## src/rtl/switch_reader_pkg.sv

```systemverilog
// Shared constants and helpers for the switch/button reader peripheral.
package switch_reader_pkg;

    localparam logic [1:0]  SR_OFF_SW    = 2'd0;
    localparam logic [1:0]  SR_OFF_BTN   = 2'd1;
    localparam logic [1:0]  SR_OFF_PRESS = 2'd2;
    localparam int unsigned SR_WINDOW    = 3;

    // Bits needed to hold values 0..value-1 (at least 1 for value>=2).
    function automatic int unsigned clog2(input int unsigned value);
        int unsigned result;
        result = 32'd0;
        for (int i = 0; i < 32; i++) begin
            if ((33'd1 << i) < {1'b0, value}) begin
                result = 32'(i) + 32'd1;
            end else begin
                result = result;
            end
        end
        return result;
    endfunction

endpackage

```

## src/rtl/switch_reader_if.sv

```systemverilog
// System bus segment shared with the display peripherals.
interface switch_reader_if;
    logic        enable;
    logic        rw;
    logic [31:0] addr;
    logic [31:0] data_in;
    logic [31:0] data_out;
    logic        ack;

    modport master (output enable, rw, addr, data_in, input data_out, ack);
    modport slave  (input enable, rw, addr, data_in, output data_out, ack);
endinterface

```

## src/rtl/switch_reader_debounce_bit.sv

```systemverilog
// One input: 2-flop synchronizer, stability counter and debounced-rise pulse.
module debounce_bit
    import switch_reader_pkg::*;
#(
    parameter int unsigned DEBOUNCE_CYCLES = 50000
) (
    input  logic clk,
    input  logic reset,
    input  logic raw,
    output logic level,
    output logic rise
);
    localparam int unsigned   CW      = clog2(DEBOUNCE_CYCLES);
    localparam logic [CW-1:0] CNT_MAX = CW'(DEBOUNCE_CYCLES - 1);

    logic          sync1_r;
    logic          sync2_r;
    logic          level_r;
    logic          level_s;
    logic [CW-1:0] cnt_r;
    logic [CW-1:0] cnt_s;

    // Synchronizer flops for the asynchronous raw input.
    always_ff @(posedge clk) begin
        if (reset) begin
            sync1_r <= 1'b0;
            sync2_r <= 1'b0;
        end else begin
            sync1_r <= raw;
            sync2_r <= sync1_r;
        end
    end

    // Next level/count: any sample agreeing with the level restarts the count.
    always_comb begin
        level_s = level_r;
        cnt_s   = cnt_r;
        if (sync2_r == level_r) begin
            cnt_s = '0;
        end else if (cnt_r == CNT_MAX) begin
            level_s = sync2_r;
            cnt_s   = '0;
        end else begin
            cnt_s = cnt_r + CW'(1);
        end
    end

    // Debounced level and counter state.
    always_ff @(posedge clk) begin
        if (reset) begin
            level_r <= 1'b0;
            cnt_r   <= '0;
        end else begin
            level_r <= level_s;
            cnt_r   <= cnt_s;
        end
    end

    assign level = level_r;
    assign rise  = level_s & ~level_r;

endmodule

```

## src/rtl/switch_reader.sv

```systemverilog
// Memory-mapped reader for debounced switches/buttons with sticky W1C press flags.
module switch_reader
    import switch_reader_pkg::*;
#(
    parameter logic [31:0] BASE            = 32'd32,
    parameter int unsigned NSW             = 8,
    parameter int unsigned NBTN            = 4,
    parameter int unsigned DEBOUNCE_CYCLES = 50000
) (
    input  logic             clk,
    input  logic             reset,
    input  logic [NSW-1:0]   sw,
    input  logic [NBTN-1:0]  btn,
    switch_reader_if.slave   bus
);
    localparam int unsigned NIN = NSW + NBTN;

    logic [NIN-1:0]  raw_s;
    logic [NIN-1:0]  level_s;
    logic [NIN-1:0]  rise_s;
    logic [31:0]     offset_s;
    logic            in_range_s;
    logic            read_s;
    logic            clr_s;
    logic [NBTN-1:0] clr_mask_s;
    logic [NBTN-1:0] flags_r;
    logic [NBTN-1:0] flags_s;
    logic [31:0]     rd_data_s;
    logic [31:0]     data_out_r;
    logic            ack_r;
    logic            unused_bits_s;

    assign raw_s = {btn, sw};

    for (genvar g = 0; g < NIN; g++) begin : g_deb
        debounce_bit #(.DEBOUNCE_CYCLES(DEBOUNCE_CYCLES)) u_deb (
            .clk   (clk),
            .reset (reset),
            .raw   (raw_s[g]),
            .level (level_s[g]),
            .rise  (rise_s[g])
        );
    end

    // Subtract first so BASE near the top of the address space cannot overflow.
    assign offset_s   = bus.addr - BASE;
    assign in_range_s = bus.enable && (bus.addr >= BASE) && (offset_s < 32'(SR_WINDOW));
    assign read_s     = in_range_s && !bus.rw;
    assign clr_s      = in_range_s && bus.rw && (offset_s[1:0] == SR_OFF_PRESS);
    assign unused_bits_s = ^{bus.data_in, offset_s};

    // Read mux with zero-extended fields.
    always_comb begin
        rd_data_s = 32'd0;
        case (offset_s[1:0])
            SR_OFF_SW:    rd_data_s[NSW-1:0]  = level_s[NSW-1:0];
            SR_OFF_BTN:   rd_data_s[NBTN-1:0] = level_s[NIN-1:NSW];
            SR_OFF_PRESS: rd_data_s[NBTN-1:0] = flags_r;
            default:      rd_data_s = 32'd0;
        endcase
    end

    // Press-flag update: a rise in the same cycle beats a clear.
    always_comb begin
        if (clr_s) begin
            clr_mask_s = bus.data_in[NBTN-1:0];
        end else begin
            clr_mask_s = '0;
        end
        flags_s = (flags_r & ~clr_mask_s) | rise_s[NIN-1:NSW];
    end

    // Sticky flags and registered bus response.
    always_ff @(posedge clk) begin
        if (reset) begin
            flags_r    <= '0;
            data_out_r <= 32'd0;
            ack_r      <= 1'b0;
        end else begin
            flags_r <= flags_s;
            ack_r   <= read_s;
            if (read_s) begin
                data_out_r <= rd_data_s;
            end else begin
                data_out_r <= data_out_r;
            end
        end
    end

    assign bus.data_out = data_out_r;
    assign bus.ack      = ack_r;

endmodule

```

## src/flat_wrapper.sv

```systemverilog
// flat-port wrapper written by rule: the top's interface ports become plain ports
module switch_reader_flat import switch_reader_pkg::*;
#(
    parameter logic [31:0] BASE            = 32'd32,
    parameter int unsigned NSW             = 8,
    parameter int unsigned NBTN            = 4,
    parameter int unsigned DEBOUNCE_CYCLES = 50000
)
  (clk, reset, sw, btn, bus_enable, bus_rw, bus_addr, bus_data_in, bus_data_out, bus_ack);
  switch_reader_if bus_i ();
  input  logic clk;
  input  logic reset;
  input  logic [NSW-1:0] sw;
  input  logic [NBTN-1:0] btn;
  input wire logic [$bits(bus_i.enable)-1:0] bus_enable;
  input wire logic [$bits(bus_i.rw)-1:0] bus_rw;
  input wire logic [$bits(bus_i.addr)-1:0] bus_addr;
  input wire logic [$bits(bus_i.data_in)-1:0] bus_data_in;
  output wire logic [$bits(bus_i.data_out)-1:0] bus_data_out;
  output wire logic [$bits(bus_i.ack)-1:0] bus_ack;
  assign bus_i.enable = bus_enable;
  assign bus_i.rw = bus_rw;
  assign bus_i.addr = bus_addr;
  assign bus_i.data_in = bus_data_in;
  assign bus_data_out = bus_i.data_out;
  assign bus_ack = bus_i.ack;
  switch_reader #(.BASE(BASE), .NSW(NSW), .NBTN(NBTN), .DEBOUNCE_CYCLES(DEBOUNCE_CYCLES)) u_core (.clk(clk), .reset(reset), .sw(sw), .btn(btn), .bus(bus_i));
endmodule
```

## config.mk

```make
export PLATFORM = sky130hd
export DESIGN_NAME = switch_reader_flat
export DESIGN_NICKNAME = d
export VERILOG_FILES = /design/src/rtl/switch_reader_pkg.sv /design/src/rtl/switch_reader_if.sv /design/src/rtl/switch_reader_debounce_bit.sv /design/src/rtl/switch_reader.sv /design/src/flat_wrapper.sv
export SDC_FILE = /design/constraint.sdc
export NUM_CORES = 1
export LEC_CHECK = 0
export CAP_MARGIN = 15
export CORE_ASPECT_RATIO = 1.25
export CORE_MARGIN = 1
export CORE_UTILIZATION = 45
export DETAILED_ROUTE_END_ITERATION = 8
export DONT_BUFFER_PORTS = 1
export SKIP_LAST_GASP = 1
export SYNTH_ARGS = -nofsm -noshare
export SYNTH_HDL_FRONTEND = slang
export SYNTH_SLANG_ARGS = --single-unit
```

## constraint.sdc

```tcl
create_clock -name clk -period 2.5 [get_ports clk]
set_input_delay 0.625 -clock clk [delete_from_list [all_inputs] [get_ports clk]]
set_output_delay 0.625 -clock clk [all_outputs]
set_load 0.005 [all_outputs]
```

Word level (Yosys, flattened, before mapping)

Index checks and enable logic that the tools add are counted.

$add $sub $neg: 13
$lt $le $gt $ge: 2
Equal/unequal tests: 26
Mux-type cells: 11
Bitwise operators: 19
Reductions and logical operators: 27

Operators with widths:

| operator              | count |
|---|---|
| $add 16x1->16 const B | 12 |
| $eq 16x16->1 const B  | 12 |
| $reduce_or 3->1       | 12 |
| $ge 32x6->1 const B   | 1 |
| $lt 32x2->1 const B   | 1 |
| $sub 32x6->32 const B | 1 |
| $reduce_and 2->1      | 8 |
| $eq 1x1->1            | 12 |
| $not 1->1             | 12 |
| $pmux 4 s3            | 1 |
| $mux 1                | 8 |
| $mux 4                | 2 |
| $logic_and 1x1->1     | 5 |
| $and 1x1->1           | 4 |
| $and 4x4->4           | 1 |
| $not 4->4             | 1 |
| $or 4x4->4            | 1 |
| $eq 2x1->1 const B    | 1 |
| $eq 2x2->1 const B    | 1 |
| $logic_not 2->1       | 1 |
| $logic_not 1->1       | 1 |

Bits in registers: 241
Output and inout bits: 33

Longest topological paths before layout

Depth in word-level cells: 9
Depth in mapped cells: 8
Depth with buffers taken out: 8

Modules after synthesis

From an unflattened synthesis, not the netlist that was laid out.

Cell total of the unflattened synthesis: 1280
Area total of the unflattened synthesis: 11997.8 um^2

Modules (own cells, without submodules):

| module        | times used | cells each | area an instance (um^2) | seq. area each (um^2) |
|---|---|---|---|---|
| debounce_bit  | 12         | 94         | 898.4                   | 380.4 |
| switch_reader | 1          | 152        | 1217.4                  | 260.2 |

Worst setup path after synthesis

No wires, ideal clock.

Kind: input-to-reg
Start: in bus_addr[5]
End: reg u_core.data_out_r[4] (netlist: u_core.bus.data_out[4])
Library setup time: 122 ps
Arrival: 2355 ps
Slack: 23 ps
Stages: 8
Path buffers: 0
Cells stage by stage: inv_1 -> ha_1 -> nor4b_4 -> nand4_1 -> a2111o_1 -> a211oi_4 -> nand4b_4 -> mux2i_1

Cells in the longest elaborated chain, start to end: 4
Elaborated cells between the ends (all ways): 6

Ends and longest elaborated chain:

| element                                                 | line                                     | source |
|---|---|---|
| from (decl)                                             | flat_wrapper.sv:17                       | `input wire logic [$bits(bus_i.addr)-1:0] bus_addr;` |
| $sub 32x6->32 / $ge 32x6->1 (equally long branches)     | switch_reader.sv:46, switch_reader.sv:47 |  |
| $lt 32x2->1 / $logic_and 1x1->1 (equally long branches) | switch_reader.sv:47                      | `assign in_range_s = bus.enable && (bus.addr >= BASE) && (offset_s < 32'(SR_WINDOW));` |
| $logic_and 1x1->1 *                                     | switch_reader.sv:47                      |  |
| $logic_and 1x1->1 *                                     | switch_reader.sv:48                      | `assign read_s = in_range_s && !bus.rw;` |
| to (signal assigned)                                    | switch_reader.sv:83                      | `data_out_r <= rd_data_s;` |
| to (signal assigned)                                    | switch_reader.sv:85                      | `data_out_r <= data_out_r;` |
| to (decl)                                               | switch_reader.sv:29                      | `logic [31:0] data_out_r;` |

Mark *: on every way between the ends. The rest lies on a longest branch, timed or not.
A chain may end at the register's enable or synchronous reset.

Worst setup path after layout

Start: in bus_addr[5]
End: reg u_core.flags_r[2]

Cells in the longest elaborated chain, start to end: 9
Elaborated cells between the ends (all ways): 11

Ends and longest elaborated chain:

| element                                                 | line                                     | source |
|---|---|---|
| $sub 32x6->32 / $ge 32x6->1 (equally long branches)     | switch_reader.sv:46, switch_reader.sv:47 |  |
| $lt 32x2->1 / $logic_and 1x1->1 (equally long branches) | switch_reader.sv:47                      |  |
| $logic_and 1x1->1 *                                     | switch_reader.sv:47                      |  |
| $logic_and 1x1->1 * (2 in series)                       | switch_reader.sv:49                      | `assign clr_s = in_range_s && bus.rw && (offset_s[1:0] == SR_OFF_PRESS);` |
| $mux 4 *                                                | switch_reader.sv:65                      | `if (clr_s) begin` |
| $not 4->4 *                                             | switch_reader.sv:70                      | `flags_s = (flags_r & ~clr_mask_s) \| rise_s[NIN-1:NSW];` |
| $and 4x4->4 *                                           | switch_reader.sv:70                      |  |
| $or 4x4->4 *                                            | switch_reader.sv:70                      |  |
| to (signal assigned)                                    | switch_reader.sv:80                      | `flags_r <= flags_s;` |
| to (decl)                                               | switch_reader.sv:26                      | `logic [NBTN-1:0] flags_r;` |

Marked as above.

==> impl_metrics.tcl <==
set metrics [dict create \
    hold_violations 0 \
    worstSkewPairLatency_ns 0.51 \
    ys_types 51 \
    yosysTopAreaCellShare 0.4636 \
    die_h_um 172.0 \
    synth-main-ff-cell "dfxtp_1" \
    post-route-util 0.5100 \
    leakage_uw 0.003885 \
    setup_viol 0 \
    rsz0062_at_grt "no" \
    cts.htree.levels 1 \
    dr_total_vias 7474 \
    fmax_mhz 470.9 \
    cts_resized 0 \
    drv_cap 0 \
    ant_nets 0 \
    multi_input_area_um2 5261 \
    place_area_um2 10610 \
    n_fill_cell 2151 \
    arrival_ns 2.51 \
    dieArea_um2 23740 \
    layout-drive-gt1-share 0.05092 \
    postCtsSetupBuffers 0 \
    die_width_um 138.0 \
    drc 0 \
    slew_headroom 0.5515 \
    grt_pass1_vias 7154 \
    initial_core_util 0.4638 \
    timing.rr.start "u_core.g_deb[0].u_deb.cnt_r[0]" \
    startpoint "bus_addr[5]" \
    fin_worst_skew_ns 0.009927 \
    p_per_area_nw_per_um2 675.5 \
    final_max_slew_viol_count 0 \
    clockBufferDepth 3 \
    synthCells 1177 \
    worst-path-max-fanout 4 \
    ys_async_sr_fraction 0 \
    fin_area_um2 11440 \
    grt.overflow.total 0 \
    cp-start-kind "input port" \
    syn_area_um2 10410 \
    routed_wl_um 18090 \
    cts.clk_slew.worst_paths_ns 0.06 \
    seq_area_frac_synth 0.4636 \
    grt_start_max_net_pins 63 \
    yosysMostFrequentCell "nor2_1" \
    place.gp.congestion 0.7781 \
    fin_crit_sh 0.8495 \
    critical_path.slowest_cell "or3_1" \
    path_class "in2reg" \
    ys_warn_count 0 \
    seq_area_um2 4825 \
    grt_use_total 0.1561 \
    yosys.area.top_type "dfxtp_1" \
    clkSinkCount 241 \
    via_per_inst 5.043 \
    cts_made_buffers 25 \
    worst_pin_slew_ns 0.6676 \
    crit_required_ns 2.89 \
    min_from "reset" \
    min_period_ns 2.124 \
    avgRoutedWirePerCell_um 12.20 \
    rows 61 \
    cts_tree "done" \
    dpl.hpwl_um 12670 \
    grt_pass1_wl_um 31710 \
    hold_class "in2reg" \
    avgSynthCellArea_um2 8.841 \
    io_buffer_count 0 \
    cpPeakStageDelay_ns 0.40 \
    finalPower_uw 7731 \
    synthTopCellsByArea "dfxtp_1 (46%), nor2_1 (9.2%), xor2_1 (8.2%), xnor2_1 (6.6%), nand3_1 (3.0%)" \
    core_area_um2 22440 \
    io_pins 113 \
    tns_ns 0 \
    synth_common_cells "nor2_1 (255), dfxtp_1 (241), xor2_1 (97), xnor2_1 (78), nand2_1 (75)" \
    clock_tree.root_cell "clkbuf_16" \
    vdd_ir_drop_max_mv 0.4634 \
    postCtsHoldBufs 0 \
    firstDrtPassIters 4 \
    status "complete, no violations" \
    antenna_found_initial 2 \
    path_cells "inv_1 > ha_1 > nor4b_1 > nand4_1 > or3_1 > a2111oi_0 > and4_1 > a31oi_1" \
    endpoint_kind "flip-flop" \
    synth_edf_count 0 \
    synth_seq_cells 241 \
    nNetsFinal 1275 \
    drt_iter0_markers 269 \
    syn_to_final_growth_pct 9.979 \
]
metal layers:
metal / part of all wire / global-route usage / vias to the layer above
met2: 0.45 / 0.2757 / 107
met4: 0.019 / 0.04587 / 2
met5: 0.00094 / 0 / -
li1: - / - / 3905
met3: 0.056 / 0.03683 / 27
met1: 0.47 / 0.1884 / 3433
stage by stage:
stage / instances / hold WS [ns] / setup slack (ns)
3_5_place_dp: 1438 / 0.4265 / -0.1635
3_3_place_gp: 1438 / 0.4280 / -0.1494
5_1_grt: 1481 / 0.1793 / 0.08060
4_1_cts: 1481 / 0.1705 / 0.3667
6_report: 1482 / 0.1950 / 0.3762
2_1_floorplan: 1200 / 0.4130 / 0.02294
where the power goes:
| group | total [µW] | internal (µW) | switching (µW) |
|---|---|---|---|
| Sequential | 3880 | 3860 | 13.1 |
| Clock | 3750 | 2290 | 1460 |
| Combinational | 107 | 45.2 | 62.2 |
| Total | 7730 | 6200 | 1530 |
layout make-up:
cell class	instances	area share
well taps	283	0.03094
clock buffers	36	0.06264
clock inverters	7	0.01017
multi-input cells	878	0.4597
inverters	27	0.008855
diodes	1	0.0002187
repair buffers	9	0.005904
flip-flops and latches	241	0.4216
worst max-delay path, delay by kind of cell:
| kind | cells | cell delay, ns |
|---|---|---|
| buf+inv | 1 | 0.02 |
| compound gates | 2 | 0.38 |
| fa+ha+maj | 1 | 0.26 |
| simple gates | 4 | 1.23 |
logic make-up (layout without fill, tap and decap cells):
family          count (synthesis)  in the layout  share of synthesized area
compound gates                 47             47                    0.03102
xor+xnor                      175            175                     0.1473
fa+ha+maj                      13             13                    0.01563
buf+inv                        81             79                    0.03908
flops                         241            241                     0.4636
mux                            20             20                    0.01924
other cells                     1             25                  0.0003604
simple gates                  599            599                     0.2838
placed cells by master, fill, tap and decap left out, types with 6 or more instances in the layout:
master	netlist	routed
nor3_1	15	15
ha_1	13	13
conb_1	1	24
a21oi_1	14	14
buf_4	25	9
and3_1	46	46
nand4_1	38	38
xnor2_1	78	78
and4_1	9	9
mux2i_1	20	20
nor2_1	255	255
nand3_1	62	62
xor2_1	97	97
nand2_1	75	75
nor4b_1	9	9
o21ai_0	10	10
clkbuf_1	24	6
inv_1	27	27
or3_1	18	18
nand3b_1	6	6
clkbuf_16	0	25
nor4_1	15	15
dfxtp_1	241	241
nor2b_1	27	27
flip-flops by register name (all words and copies together) (netlist names):
| name | flops |
|---|---|
| u_core.g_deb.u_deb.level | 12 |
| u_core.g_deb.u_deb.sync1_r | 12 |
| u_core.flags_r | 4 |
| u_core.bus.ack | 1 |
| u_core.g_deb.u_deb.sync2_r | 12 |
| u_core.bus.data_out | 8 |
| u_core.g_deb.u_deb.cnt_r | 192 |
worst paths after layout:
path,end,slack [ns],depth (start not counted)
worst min register to register,u_core.g_deb[10].u_deb.cnt_r[0],0.44,1
worst max-delay path,u_core.flags_r[2],0.38,8
worst max register to register,u_core.g_deb[0].u_deb.cnt_r[3],0.41,6
worst min-delay path,u_core.bus.ack,0.20,1
No activity file was read; power rests on OpenSTA's default activity.
